File: config.mk
export PLATFORM = sky130hd
export DESIGN_NAME = oh_pwrgood_seq
export DESIGN_NICKNAME = d
export VERILOG_FILES = /design/src/rtl/oh_pwrgood_pkg.sv /design/src/rtl/asic_and4.sv /design/src/rtl/oh_pwrgood_sync.sv /design/src/rtl/oh_pwrgood_seq.sv
export SDC_FILE = /design/constraint.sdc
export NUM_CORES = 1
export LEC_CHECK = 0
export ABC_CLOCK_PERIOD_IN_PS = 1780
export BUFFER_PORTS_ARGS = -buffer_cell sky130_fd_sc_hd__buf_2
export CAP_MARGIN = 20
export CELL_PAD_IN_SITES_DETAIL_PLACEMENT = 0
export CELL_PAD_IN_SITES_GLOBAL_PLACEMENT = 2
export CORE_ASPECT_RATIO = 1.4
export CORE_MARGIN = 4
export CORE_UTILIZATION = 32
export CTS_CLUSTER_SIZE = 14
export DETAILED_ROUTE_END_ITERATION = 6
export PLACE_DENSITY = 0.74
export SYNTH_ARGS = -nofsm -noshare
export SYNTH_HDL_FRONTEND = slang
export SYNTH_SLANG_ARGS = --single-unit
File: constraint.sdc
create_clock -name clk -period 1.78 [get_ports clk]
set_input_delay 0.356 -clock clk [delete_from_list [all_inputs] [get_ports clk]]
set_output_delay 0.356 -clock clk [all_outputs]
set_load 0.02 [all_outputs]
File: src/rtl/oh_pwrgood_pkg.sv
// Shared definitions for the power-good sequencer.
//   pwr_state_e : FSM state encoding (OFF=00, WAIT=01, ON=10)
//   SyncMin     : smallest synchronizer depth that is ever built
package oh_pwrgood_pkg;

  typedef enum logic [1:0] {
    StOff  = 2'b00,
    StWait = 2'b01,
    StOn   = 2'b10
  } pwr_state_e;

  localparam int unsigned SyncMin = 2;

endpackage

File: src/rtl/asic_and4.sv
// 4-input AND cell.
//   a0..a3 : inputs
//   z      : a0 & a1 & a2 & a3
module asic_and4 (
  input  logic a0,
  input  logic a1,
  input  logic a2,
  input  logic a3,
  output logic z
);

  assign z = a0 & a1 & a2 & a3;

endmodule

File: src/rtl/oh_pwrgood_sync.sv
// Multi-stage flop synchronizer with asynchronous active-low reset.
//   clk    : destination clock
//   nreset : asynchronous active-low reset, clears every stage
//   d      : asynchronous input bits
//   q      : synchronized output bits (STAGES cycles of latency)
module oh_pwrgood_sync
  import oh_pwrgood_pkg::*;
#(
  parameter int unsigned W      = 4,
  parameter int unsigned STAGES = 2
) (
  input  logic         clk,
  input  logic         nreset,
  input  logic [W-1:0] d,
  output logic [W-1:0] q
);

  // Never build a chain shorter than the metastability minimum.
  localparam int unsigned Stages = (STAGES < SyncMin) ? SyncMin : STAGES;

  logic [W-1:0] stage_q [Stages];

  always_ff @(posedge clk or negedge nreset) begin
    if (!nreset) begin
      for (int i = 0; i < Stages; i++) stage_q[i] <= '0;
    end else begin
      stage_q[0] <= d;
      for (int i = 1; i < Stages; i++) stage_q[i] <= stage_q[i-1];
    end
  end

  assign q = stage_q[Stages-1];

endmodule

File: src/rtl/oh_pwrgood_seq.sv
// Power-good sequencer: synchronizes four asynchronous good flags, ANDs
// them, qualifies the result with a hold-off counter and drives a clean
// registered ready level plus one-cycle rise/fall pulses.
//   clk        : clock, all state on rising edge
//   nreset     : asynchronous active-low reset (release must be clk-synchronous)
//   good_in    : asynchronous good flags
//   en         : synchronous enable, 0 forces not-ready at the next edge
//   ready      : registered qualified all-good level
//   rise_pulse : one-cycle pulse on the edge ready goes 0->1
//   fall_pulse : one-cycle pulse on the edge ready goes 1->0
// Optional (OH_PWRGOOD_FAULT_EN defined):
//   fault_clr  : clears the sticky fault vector at the next edge
//   fault      : sticky record of flags that were low on an ON->OFF drop
module oh_pwrgood_seq
  import oh_pwrgood_pkg::*;
#(
  parameter int unsigned SYNC = 2,
  parameter int unsigned HOLD = 16
) (
  input  logic       clk,
  input  logic       nreset,
`ifdef OH_PWRGOOD_FAULT_EN
  input  logic       fault_clr,
  output logic [3:0] fault,
`endif
  input  logic [3:0] good_in,
  input  logic       en,
  output logic       ready,
  output logic       rise_pulse,
  output logic       fall_pulse
);

  localparam int unsigned CW = $clog2(HOLD + 1);
  localparam logic [CW-1:0] HoldLast = CW'(HOLD - 1);
  localparam int unsigned SyncStages = (SYNC < SyncMin) ? SyncMin : SYNC;

  logic [3:0]    good_s;
  logic          and_ok;
  logic          all_ok;
  pwr_state_e    state_q, state_d;
  logic [CW-1:0] cnt_q, cnt_d;
  logic          ready_q, ready_d;
  logic          rise_q, fall_q;

  oh_pwrgood_sync #(
    .W      (4),
    .STAGES (SyncStages)
  ) u_sync (
    .clk    (clk),
    .nreset (nreset),
    .d      (good_in),
    .q      (good_s)
  );

  asic_and4 u_and4 (
    .a0 (good_s[0]),
    .a1 (good_s[1]),
    .a2 (good_s[2]),
    .a3 (good_s[3]),
    .z  (and_ok)
  );

  // en is already synchronous, so it gates after the synchronizer.
  assign all_ok = and_ok & en;

  always_comb begin
    state_d = state_q;
    cnt_d   = cnt_q;
    unique case (state_q)
      StOff: begin
        cnt_d = '0;
        if (all_ok) begin
          cnt_d   = CW'(1);
          state_d = (HOLD == 1) ? StOn : StWait;
        end
      end
      StWait: begin
        // Any single low cycle restarts qualification from scratch.
        if (!all_ok) begin
          state_d = StOff;
          cnt_d   = '0;
        end else if (cnt_q == HoldLast) begin
          state_d = StOn;
        end else begin
          cnt_d = cnt_q + CW'(1);
        end
      end
      StOn: begin
        if (!all_ok) begin
          state_d = StOff;
          cnt_d   = '0;
        end
      end
      default: begin
        state_d = StOff;
        cnt_d   = '0;
      end
    endcase
  end

  assign ready_d = (state_d == StOn);

  always_ff @(posedge clk or negedge nreset) begin
    if (!nreset) begin
      state_q <= StOff;
      cnt_q   <= '0;
      ready_q <= 1'b0;
      rise_q  <= 1'b0;
      fall_q  <= 1'b0;
    end else begin
      state_q <= state_d;
      cnt_q   <= cnt_d;
      ready_q <= ready_d;
      rise_q  <= ready_d & ~ready_q;
      fall_q  <= ~ready_d & ready_q;
    end
  end

  assign ready      = ready_q;
  assign rise_pulse = rise_q;
  assign fall_pulse = fall_q;

`ifdef OH_PWRGOOD_FAULT_EN
  logic [3:0] fault_q, fault_d;

  // A clear and a new capture in the same cycle keep the new bits.
  always_comb begin
    fault_d = fault_clr ? 4'h0 : fault_q;
    if (state_q == StOn && en && !and_ok) fault_d = fault_d | ~good_s;
  end

  always_ff @(posedge clk or negedge nreset) begin
    if (!nreset) fault_q <= 4'h0;
    else         fault_q <= fault_d;
  end

  assign fault = fault_q;
`endif

endmodule

After elaboration in Yosys (flattened, before gate mapping)
Index checks and enable logic that the tools add are counted.
W data, S select, Z words.

word-level totals
  input bits = 7
  logic and storage cells = 34
  flip-flop bits (word level) = 18
  output and inout bits = 3

operators by class
  bitwise logic cells = 8
  equality and inequality tests = 6
  $add $sub $neg = 1
  muxes and demuxes = 10
  reduce and logical (&&, ||, !) cells = 2

operator list
  operator               number
  $mux W5                3
  $pmux W5 S3            1
  $mux W2                4
  $and A1 B1 Y1          6
  $pmux W2 S3            1
  $add A5 B1 Y5 const B  1
  $eq A5 B4 Y1 const B   1
  $eq A2 B2 Y1 const B   2
  $ne A3 B3 Y1 const B   1
  $eq A2 B1 Y1 const B   1
  $logic_not A2 Y1       1
  $ne A2 B2 Y1 const B   1
  $not A1 Y1             2
  $reduce_and A2 Y1      1
  $mux W1                1

Longest topological paths before layout
Gate-level depths: netlist of run 1.

  word-level depth = 9
  gate-level depth with buffers = 7
  mapped depth without buffers = 7

Modules after synthesis
Synthesis of run 1 repeated with hierarchy kept, for this count alone.

unflattened totals
  cell total of the unflattened synthesis = 56
  area total of the unflattened synthesis = 759.5 um^2

by module, submodules not included
  module           area an instance (um^2)  seq. area each (um^2)  cells each  times used
  oh_pwrgood_seq   520.5                    250.2                  43          1
  oh_pwrgood_sync  230.2                    200.2                  12          1
  asic_and4        8.8                      0.0                    1           1

Worst setup path before layout of run 1
No wires, ideal clock.

  path type = register to register
  start point = reg cnt_q[0]
  end point = reg cnt_q[3]
  setup time = 0.121 ns
  path buffers = 0
  stages on the path, launching flop included = 8
  arrival = 1.528 ns
  data required time = 1.659 ns
  period minus slack after synthesis = 1.649 ns
  path slack = 0.131 ns
  path through = dfrtp_1 > ha_1 > and3_1 > ha_1 > nand4b_1 > xnor2_1 > a22oi_1 > nor2_1

between the ends
  cells in the longest elaborated chain, start to end = 4
  elaborated cells between the ends (all ways) = 7
  those cells by class = add/sub (1); eq/ne (2); mux (3); reduce/logical (1)

RTL lines
  element                 line                   source
  from (decl)             oh_pwrgood_seq.sv:41   logic [CW-1:0] cnt_q, cnt_d;
  from (signal assigned)  oh_pwrgood_seq.sv:112  cnt_q <= cnt_d;
  $add A5 B1 Y5           oh_pwrgood_seq.sv:85   cnt_d = cnt_q + CW'(1);
  $mux W5                 oh_pwrgood_seq.sv:82   end else if (cnt_q == HoldLast) begin
  $mux W5                 oh_pwrgood_seq.sv:79   if (!all_ok) begin
  $pmux W5 S3             oh_pwrgood_seq.sv:69   unique case (state_q)

Several ways; a longest one is shown, not always the timed one. The select of a mux whose other input is x is not followed.
A chain may end at the register's enable or synchronous reset.

Final worst setup path of run 1
Same ends and word-level chain as after synthesis.

==> results.py, run 1 <==
metrics = {
    "outcome": {
        "status": "finished clean",
    },
    "clocking": {
        "insertion_delay_ns": 0.29,
        "clk_path_buf_depth": 2,
        "clkSinkCount": 18,
        "clk_pin_slew_ns": 0.10,
        "clock-root-buffer": "clkbuf_4",
        "cts_max_level": 1,
        "numCtsBuffers": 3,
        "cts_tree": "yes",
    },
    "timing": {
        "fin_crit_ns": 1.658,
        "rsz0062_at_grt": "false",
        "finalHoldViolCount": 0,
        "timing.final.crit_share_pct": 93.17,
        "worst_slew_pin_slew_ns": 0.3921,
        "setup-violations-final": 0,
        "clock_skew_ns": 0.003944,
        "slew_headroom_pct": 73.86,
        "fin_setup_tns_ns": 0,
        "fmax_mhz": 603.0,
        "drv_slew": 0,
    },
    "global_routing": {
        "globalRouteTotalUtil_pct": 9.297,
        "grt_pass1_vias": 428,
        "grt_pass1_wl_um": 1959,
        "antenna_found_initial": 0,
        "grt_max_degree": 19,
        "grt_overflow_total": 0,
    },
    "setup_path": {
        "cp.required_ns": 1.97,
        "timing.critical_path.fanout_max": 7,
        "rrSetupSlack_ns": 0.12,
        "reg2reg_to": "cnt_q[3]$_DFFE_PN0P_",
        "start_kind": "register",
        "timing.rr.start": "cnt_q[0]$_DFFE_PN0P_",
        "critPathKind": "register to register",
        "r2r_cells": 7,
        "endpoint_kind": "register",
        "arrival_ns": 1.85,
    },
    "synthesis": {
        "synthesis.area_sq_um": 708.2,
        "yosys_warnings": 0,
        "syn_inst": 53,
        "yosysTopAreaCellShare_pct": 63.60,
        "yosys.area.top_type": "dfrtp_1",
        "yosysUniqueCellTypes": 21,
        "synth_nets": 62,
        "syn-mean-instance-area_sq_um": 13.36,
        "ys_ff_latch": 18,
        "yosysSeqAreaShare_pct": 63.60,
        "synth.top_cells.by_area": "dfrtp_1, a22oi_1, nor2_1, ha_1, o21bai_4",
    },
    "place": {
        "place_congestion": 0.7765,
        "dp_hpwl_um": 812.9,
        "port-buffer-count": 9,
        "dp_cells": 85,
        "placed_area_sq_um": 794.5,
    },
    "final_layout": {
        "area_delta_synth_final_pct": 19.08,
        "fill_cells": 197,
        "layout_commonest_cell": "dfrtp_1",
        "finish.net_count": 79,
        "design_area_sq_um": 843.3,
        "diodes": 0,
        "drive_gt1_share_pct": 31.88,
        "fin_util_pct": 41.25,
        "most-common-layout-cells": "dfrtp_1, buf_2, nor2_1",
        "final_cells": 90,
    },
    "drt": {
        "drt_pass1_iterations": 4,
        "drc": 0,
        "detail-route-antenna-nets": 0,
        "dr.first_iter.drc_count": 6,
        "vias_per_cell": 4.700,
        "vias": 423,
        "wire_per_inst_um": 12.19,
        "wl_um": 1097,
    },
    "floorplan": {
        "design.die.area_sq_mm": 0.003040,
        "core_area_sq_mm": 0.002044,
        "rows": 19,
        "initial_core_util_pct": 34.64,
        "die_h_um": 63.66,
        "io_pins": 10,
        "die_x_um": 47.76,
    },
    "worst_hold_path": {
        "min_path_type": "input port to register",
        "min_path_cells": 1,
        "hold_end": "u_sync.stage_q[6]$_DFF_PN0_",
        "min_from": "good_in[2]",
    },
    "power_and_ir_drop": {
        "powerDensity_mw_per_mm2": 824.7,
        "leakage_nw": 0.4319,
        "ir_drop_mv": 0.4502,
    },
    "run": {
        "cap_violations": 0,
    },
}
==> through the flow <==
stage	power (mW)	hold WS [ns]	worst slack [ns]
after floorplan	0.4350	0.06041	0.1311
after global placement	0.4507	0.3007	0.08631
after detailed placement	0.4516	0.3048	0.05737
after CTS	0.7000	0.1519	0.03642
after global routing	0.7197	0.1447	0.04541
final	0.6955	0.1584	0.1216
==> report_power, final <==
| group | switching [mW] | internal (mW) |
|---|---|---|
| Sequential | 0.00403 | 0.418 |
| Combinational | 0.0118 | 0.00964 |
| Clock | 0.127 | 0.125 |
| Total | 0.143 | 0.553 |
==> state kept, by name, indices dropped and copies added (netlist names) <==
| name | cells |
|---|---|
| fall_pulse | 1 |
| ready | 1 |
| u_sync.stage_q | 4 |
| state_q | 2 |
| cnt_q | 5 |
| u_sync.q | 4 |
| rise_pulse | 1 |
==> layer usage <==
| layer | GRT usage [%] | part of all wire, % | vias up |
|---|---|---|---|
| met4 | 8.081 | 3.3 | 0 |
| met2 | 12.25 | 43 | 11 |
| li1 | - | - | 209 |
| met3 | 1.709 | 4.8 | 4 |
| met1 | 12.30 | 49 | 199 |
| met5 | 0 | 0 | - |
==> timing repair <==
item                                   in CTS  in global routing
endpoints found under the hold margin      18                  0
resized for setup                           0                  1
hold buffers                                1                  0
buffers inserted                            0                  0
setup endpoints to repair                   0                  2
==> worst max-delay path, stage by stage (launching register included) <==
cell and delay (ns):
dfrtp_1 0.40, ha_1 0.21, and3_1 0.18, ha_2 0.21, nand4b_1 0.20, xnor2_1 0.14
a22oi_1 0.16, nor2_1 0.06
==> worst max path at each step <==
stage,start,endpoint,cells after the start
after floorplan,cnt_q[0]$_DFFE_PN0P_,cnt_q[3]$_DFFE_PN0P_,7
after global placement,cnt_q[0]$_DFFE_PN0P_,cnt_q[3]$_DFFE_PN0P_,7
after detailed placement,cnt_q[0]$_DFFE_PN0P_,cnt_q[3]$_DFFE_PN0P_,7
after CTS,cnt_q[0]$_DFFE_PN0P_,cnt_q[3]$_DFFE_PN0P_,7
final,cnt_q[0]$_DFFE_PN0P_,cnt_q[3]$_DFFE_PN0P_,7
after global routing,cnt_q[0]$_DFFE_PN0P_,cnt_q[3]$_DFFE_PN0P_,7
==> Yosys cell counts <==
cell type,n
nor3b_1,1
and2b_2,2
and2_1,1
ha_1,2
dfrtp_1,18
mux2_2,1
nand2b_1,1
a22oi_1,4
and3_4,1
xor2_1,1
nor2b_1,1
and3_1,1
o21ai_0,1
o22a_1,1
nand4b_1,1
inv_1,3
nand2_1,2
xnor2_1,2
nor2_1,7
nand3_4,1
o21bai_4,1
==> cells by family (layout without fill, tap and decap cells) <==
| logic type | Yosys count | in the layout | synth area share, % |
|---|---|---|---|
| DFF | 18 | 18 | 63.60 |
| xor gates and xnor gates | 3 | 3 | 3.711 |
| muxes | 1 | 1 | 1.590 |
| adders and majority gates | 2 | 2 | 3.533 |
| buffers and inverters | 3 | 19 | 1.590 |
| AOI/OAI and AO/OA | 7 | 7 | 8.834 |
| and+or+nand+nor | 19 | 19 | 17.14 |
==> final cells by class <==
type                       instances  area (sq um)  share of cell area, %
clock buffer                       4         36.28                  4.303
sequential                        18         450.4                  53.41
timing repair buffer              12         70.07                  8.309
inverter                           3         11.26                  1.335
tap                               21         26.28                  3.116
multi-input combinational         32         249.0                  29.53
Power figures use the tool's default switching activity.
==> run 2, diff against run 1 <==
ABC_AREA = 1   (was default)
CORE_UTILIZATION = 30   (was 32)
==> run 2 against run 1 <==
Clock-buffer cell count did not move. Final cell count rose by 34%. Clock skew hardly changed. Combinational power increased by 16%. Die area up 10%. Setup slack improved by 0.062 ns. Routed wire length up 9.7%. Critical path type unchanged. Largest cell class unchanged. Largest power group unchanged.
==> results.py, run 2 <==
metrics = {
    "outcome": {
        "status": "finished clean",
    },
    "final_layout": {
        "fill_cells": 248,
        "regMostFlops": "cnt_q",
        "fin_util_pct": 36.79,
        "most-common-layout-cells": "dfrtp_1, nand2_1, inv_1",
        "seq_area_sq_um": 450.4,
        "diodes": 0,
        "drive_gt1_share_pct": 28.74,
        "area_delta_synth_final_pct": 18.35,
        "largest_reg_flops": 5,
        "layout_commonest_cell": "dfrtp_1",
        "finish.net_count": 97,
        "multiInputGateArea_sq_um": 250.2,
        "final_cells": 121,
    },
    "clocking": {
        "cts_max_level": 1,
        "clkSinkCount": 18,
        "insertion_delay_ns": 0.28,
        "numCtsBuffers": 3,
        "clk_pin_slew_ns": 0.10,
        "clock-root-buffer": "clkbuf_4",
        "cts_setup_buffers": 0,
        "clk_path_buf_depth": 2,
        "cts_tree": "yes",
    },
    "worst_hold_path": {
        "min_path_cells": 1,
        "hold_end": "u_sync.stage_q[4]$_DFF_PN0_",
        "min_path_type": "input port to register",
        "min_from": "good_in[0]",
    },
    "setup_path": {
        "timing.critical_path.fanout_max": 6,
        "reg2reg_to": "cnt_q[4]$_DFFE_PN0P_",
        "timing.rr.start": "cnt_q[0]$_DFFE_PN0P_",
        "cp.required_ns": 2.00,
        "endpoint_kind": "register",
        "critPathMaxStageDelay_ns": 0.41,
        "crit_chain": "ha_1, nand2_1, nor2_1, ha_2, nand2_1, nand2_2, o21ai_2, nor2_4, nand2_1, o21ai_2",
        "arrival_ns": 1.82,
        "critPathKind": "register to register",
        "r2r_cells": 10,
        "crit_path_top_delay_cell": "dfrtp_1",
        "start_kind": "register",
        "cpMostUsedCell": "nand2_1",
        "rrSetupSlack_ns": 0.18,
    },
    "synthesis": {
        "syn_inst": 73,
        "ys_top_cells_by_count": "dfrtp_1, nand2_1, inv_1",
        "yosysUniqueCellTypes": 15,
        "yosysSeqAreaShare_pct": 60.61,
        "yosys_warnings": 0,
        "ys_ff_latch": 18,
        "synth_edf_count": 0,
        "syn-mean-instance-area_sq_um": 10.18,
        "synth.top_cells.by_area": "dfrtp_1, nand2_1, inv_1, nor2_4, o21ai_2",
        "synthesis.area_sq_um": 743.2,
        "yosys.area.top_type": "dfrtp_1",
        "yosysMostFrequentCell": "dfrtp_1",
        "synth_async_sr_flop_share_pct": 100.0,
        "yosysTopAreaCellShare_pct": 60.61,
        "synth_nets": 82,
        "synthFlopType": "dfrtp_1",
    },
    "place": {
        "dp_hpwl_um": 929.4,
        "pre_cts_ws_ns": 0.1542,
        "port-buffer-count": 9,
        "dp_cells": 116,
        "place_congestion": 0.6870,
    },
    "floorplan": {
        "core_area_sq_mm": 0.002391,
        "rows": 21,
        "io_pins": 10,
        "die_x_um": 50.07,
        "initial_core_util_pct": 31.08,
        "design.die.area_sq_mm": 0.003349,
        "die_h_um": 66.89,
    },
    "drt": {
        "dr.first_iter.drc_count": 9,
        "drt_pass1_iterations": 4,
        "detail-route-antenna-nets": 0,
        "drc": 0,
        "vias": 495,
        "wire_per_inst_um": 9.942,
        "vias_per_cell": 4.091,
        "wl_um": 1203,
    },
    "timing": {
        "setup-violations-final": 0,
        "worst_slew_pin_slew_ns": 0.3926,
        "fin_ws_ns": 0.1840,
        "rsz0062_at_grt": "false",
        "finalHoldViolCount": 0,
        "slew_headroom_pct": 73.83,
        "fin_crit_ns": 1.596,
        "fmax_mhz": 626.6,
        "fin_setup_tns_ns": 0,
        "clock_skew_ns": 0.004281,
        "timing.final.crit_share_pct": 89.66,
        "drv_slew": 0,
    },
    "power_and_ir_drop": {
        "ir_drop_mv": 0.4124,
        "powerDensity_mw_per_mm2": 783.8,
        "leakage_nw": 0.4365,
        "design_power_total_uw": 689.4,
    },
    "global_routing": {
        "grt_overflow_total": 0,
        "use_met1_pct": 9.331,
        "grt_pass1_wl_um": 2111,
        "grtUsageMet2_pct": 14.54,
        "grt_util_met3_pct": 1.342,
        "grt_pass1_vias": 528,
        "grt_busiest_layer": "met2",
        "grt_max_degree": 19,
        "globalRouteTotalUtil_pct": 8.349,
        "antenna_found_initial": 0,
    },
    "run": {
        "cap_violations": 0,
    },
}
run 2: cell count changes in the layout (fill, tap and decap cells not counted), moves of 2 or more:
cell     previous run  this run
xnor2_1             2         0
o21ai_2             0         3
nand2_1             2        17
inv_1               3        10
inv_2               0         2
nor2_4              0         3
nand3_1             0         4
buf_4               2         0
and2b_2             2         0
nand4_1             0         3
a22oi_1             4         0
run 2: layer usage:
layer / part of all wire [%] / routed length, um
met5: 0 / 0
met4: 1.1 / 13
met3: 2.3 / 28
met2: 53 / 640
met1: 43 / 520
run 2: where the power goes:
part,total (mW),switching (mW),internal (mW)
combinational,0.0249,0.0163,0.00861
clock,0.243,0.118,0.124
sequential,0.422,0.00320,0.418
run 2: layout make-up:
type | instances | share of cell area (%)
inverter | 12 | 5.121
multi-input combinational | 43 | 28.45
clock buffer | 4 | 4.125
tap | 34 | 4.836
timing repair buffer | 10 | 6.259
sequential | 18 | 51.21
run 2: logic make-up after synthesis:
| logic type | after synthesis | share of synthesized area (%) |
|---|---|---|
| flip-flops | 18 | 60.61 |
| AND/OR/NAND/NOR | 37 | 25.25 |
| AO/OA/AOI/OAI | 3 | 3.536 |
| XOR/XNOR | 1 | 1.179 |
| buffers and inverters | 12 | 6.062 |
| adder cells (fa/ha/maj) | 2 | 3.366 |
run 2: repair_timing:
| action | 4_1_cts | 5_1_grt |
|---|---|---|
| endpoints found under the setup margin | 0 | 3 |
| gates resized for setup | 0 | 1 |
| hold endpoints to repair | 18 | 0 |
| hold buffers | 1 | 0 |
run 2: per-stage QoR:
stage	hold WS, ns	area (sq um)
after floorplan	0.06041	743.2
after global placement	0.2993	830.8
after detailed placement	0.3043	830.8
after CTS	0.1541	877.1
after global routing	0.1506	879.6
final	0.1711	879.6
run 2: worst max-delay path by stage:
stage | to | slack, ns | start | cells past startpoint
final | cnt_q[4]$_DFFE_PN0P_ | 0.18 | cnt_q[0]$_DFFE_PN0P_ | 10
after global routing | cnt_q[3]$_DFFE_PN0P_ | 0.02 | cnt_q[0]$_DFFE_PN0P_ | 10
after CTS | cnt_q[4]$_DFFE_PN0P_ | 0.12 | cnt_q[0]$_DFFE_PN0P_ | 10
after detailed placement | cnt_q[4]$_DFFE_PN0P_ | 0.15 | cnt_q[0]$_DFFE_PN0P_ | 10
after global placement | cnt_q[3]$_DFFE_PN0P_ | 0.17 | cnt_q[0]$_DFFE_PN0P_ | 10
after floorplan | cnt_q[3]$_DFFE_PN0P_ | 0.34 | cnt_q[0]$_DFFE_PN0P_ | 10
run 2: critical path, delay by kind of cell (launching register included):
kind                     cells  cell delay, ns
AO/OA/AOI/OAI                2            0.15
adder cells (fa/ha/maj)      2            0.41
flip-flops                   1            0.41
AND/OR/NAND/NOR              6            0.55
==> run 3, diff against run 2 <==
ABC_CLOCK_PERIOD_IN_PS = 1800   (was 1780)
CORE_UTILIZATION = 34   (was 30)
PLACE_DENSITY = 0.79   (was 0.74)
clock period = 1.8 ns   (was 1.78 ns; I/O delays follow)
==> run 3 against run 2 <==
Power is essentially flat. Register-to-register slack improved by 0.03 ns. Clock skew fell by 0.0015 ns. Routed wire length fell by 0.33%. Design area fell by 1.8%. Critical path type unchanged. Highest routed layer unchanged.
==> results.py, run 3 (synthesis results as in run 2) <==
metrics = {
    "outcome": {
        "status": "finished clean",
    },
    "final_layout": {
        "multiInputGateArea_sq_um": 250.2,
        "layout_commonest_cell": "dfrtp_1",
        "most-common-layout-cells": "dfrtp_1, nand2_1, inv_1",
        "drive_gt1_share_pct": 28.74,
        "largest_reg_flops": 5,
        "fill_cells": 204,
        "regMostFlops": "cnt_q",
        "fin_util_pct": 42.72,
        "area_delta_synth_final_pct": 16.16,
        "finish.net_count": 97,
        "seq_area_sq_um": 450.4,
        "diodes": 0,
    },
    "clocking": {
        "insertion_delay_ns": 0.29,
        "clk_pin_slew_ns": 0.10,
        "numCtsBuffers": 3,
        "clk_path_buf_depth": 2,
        "cts_setup_buffers": 0,
        "cts_max_level": 1,
        "clkSinkCount": 18,
        "cts_tree": "yes",
        "clock-root-buffer": "clkbuf_4",
    },
    "setup_path": {
        "critPathKind": "register to register",
        "endpoint_kind": "register",
        "start_kind": "register",
        "cp.required_ns": 2.03,
        "timing.critical_path.fanout_max": 6,
        "timing.rr.start": "cnt_q[0]$_DFFE_PN0P_",
        "worstSetupStartpoint": "cnt_q[0]$_DFFE_PN0P_",
        "arrival_ns": 1.81,
    },
    "power_and_ir_drop": {
        "swShare_pct": 20.91,
        "pwr-share-comb_pct": 3.6,
        "p_switching_uw": 144.2,
        "p_int_uw": 545.5,
        "powerDensity_mw_per_mm2": 799.0,
        "clkPwrFrac_pct": 36.0,
        "seq_power_share_pct": 60.4,
        "leakage_nw": 0.4365,
        "ir_drop_mv": 0.4118,
    },
    "floorplan": {
        "initial_core_util_pct": 36.78,
        "core_area_sq_mm": 0.002021,
        "io_pins": 10,
        "rows": 19,
        "die_x_um": 47.52,
        "die_h_um": 63.32,
        "design.die.area_sq_mm": 0.003009,
    },
    "timing": {
        "finalHoldViolCount": 0,
        "fin_crit_ns": 1.582,
        "worst_slew_pin_slew_ns": 0.3927,
        "fmax_mhz": 632.2,
        "clock_skew_ns": 0.002751,
        "fin_setup_tns_ns": 0,
        "drv_slew": 0,
        "setup-violations-final": 0,
        "slew_headroom_pct": 73.82,
        "hold_ws_ns": 0.1637,
        "rsz0062_at_grt": "false",
        "timing.final.crit_share_pct": 87.88,
    },
    "drt": {
        "vias": 504,
        "wire_per_inst_um": 11.10,
        "vias_per_cell": 4.667,
        "wl_um": 1199,
        "dr.first_iter.drc_count": 8,
        "detail-route-antenna-nets": 0,
        "drc": 0,
        "drt_pass1_iterations": 4,
    },
    "global_routing": {
        "globalRouteTotalUtil_pct": 10.98,
        "grt_max_degree": 19,
        "grt_pass1_wl_um": 2394,
        "antenna_found_initial": 0,
        "grt_overflow_total": 0,
        "grt_pass1_vias": 546,
    },
    "place": {
        "dp_hpwl_um": 905.1,
        "port-buffer-count": 9,
        "place_congestion": 0.6906,
    },
    "run": {
        "cap_violations": 0,
    },
    "worst_hold_path": {
        "min_path_type": "input port to register",
        "min_from": "good_in[3]",
    },
}
## run 3: cell counts in the layout (fill, tap and decap cells not counted)
Identical to the previous run, type by type.
## run 3: per-stage QoR
step	power, mW	worst slack, ns	cell area, sq um	instances
2_1_floorplan	0.4330	0.3632	743.2	73
3_3_place_gp	0.4475	0.2454	814.5	103
3_5_place_dp	0.4489	0.2127	814.5	103
4_1_cts	0.7023	0.1849	860.8	108
5_1_grt	0.7253	0.01297	863.3	108
6_report	0.6898	0.2182	863.3	108
## run 3: power by group through the flow
stage               Sequential, mW  Combinational [mW]  Clock, mW
global placement             0.424              0.0231          0
floorplan                    0.424             0.00887          0
CTS                          0.417              0.0257      0.260
finish                       0.417              0.0246      0.248
global route                 0.418              0.0293      0.278
detailed placement           0.425              0.0240          0
## run 3: worst max-delay path: stages, from the launching register on
cell and delay, ns:
dfrtp_1 0.41, ha_1 0.19, nand2_1 0.07, nor2_1 0.10
ha_2 0.22, nand2_1 0.07, nand2_2 0.08, o21ai_2 0.09
nor2_4 0.16, nand2_1 0.08, o21ai_2 0.05
## run 3: cell type report
type / instances / area share (%)
Timing Repair Buffer: 10 / 6.377
Tap cell: 21 / 3.043
Multi-Input combinational cell: 43 / 28.99
Sequential cell: 18 / 52.17
Clock buffer: 4 / 4.203
Inverter: 12 / 5.217
## run 3: final timing paths
check	end	slack (ns)	cells after the start
setup / recovery	cnt_q[3]$_DFFE_PN0P_	0.22	10
hold / removal	u_sync.stage_q[7]$_DFF_PN0_	0.16	1
setup reg to reg	cnt_q[3]$_DFFE_PN0P_	0.22	10
hold reg to reg	u_sync.q[0]$_DFF_PN0_	0.36	0
max in group asynchronous	cnt_q[4]$_DFFE_PN0P_	1.01	2
min in group asynchronous	u_sync.stage_q[5]$_DFF_PN0_	0.51	2
## run 3: repair_timing
action	in CTS	in global routing
endpoints found under the hold margin	18	0
setup endpoints to repair	0	2
hold buffers	1	0
gates resized for setup	0	1
## run 3: routing by layer
metal | wire, um | vias to the layer above | GRT usage, % | share of wire, %
li1 | - | 254 | - | -
met1 | 501 | 240 | 15.27 | 42
met2 | 643 | 6 | 15.60 | 54
met3 | 29 | 4 | 1.709 | 2.4
met4 | 25 | 0 | 6.228 | 2.1
met5 | 0 | - | 0 | 0
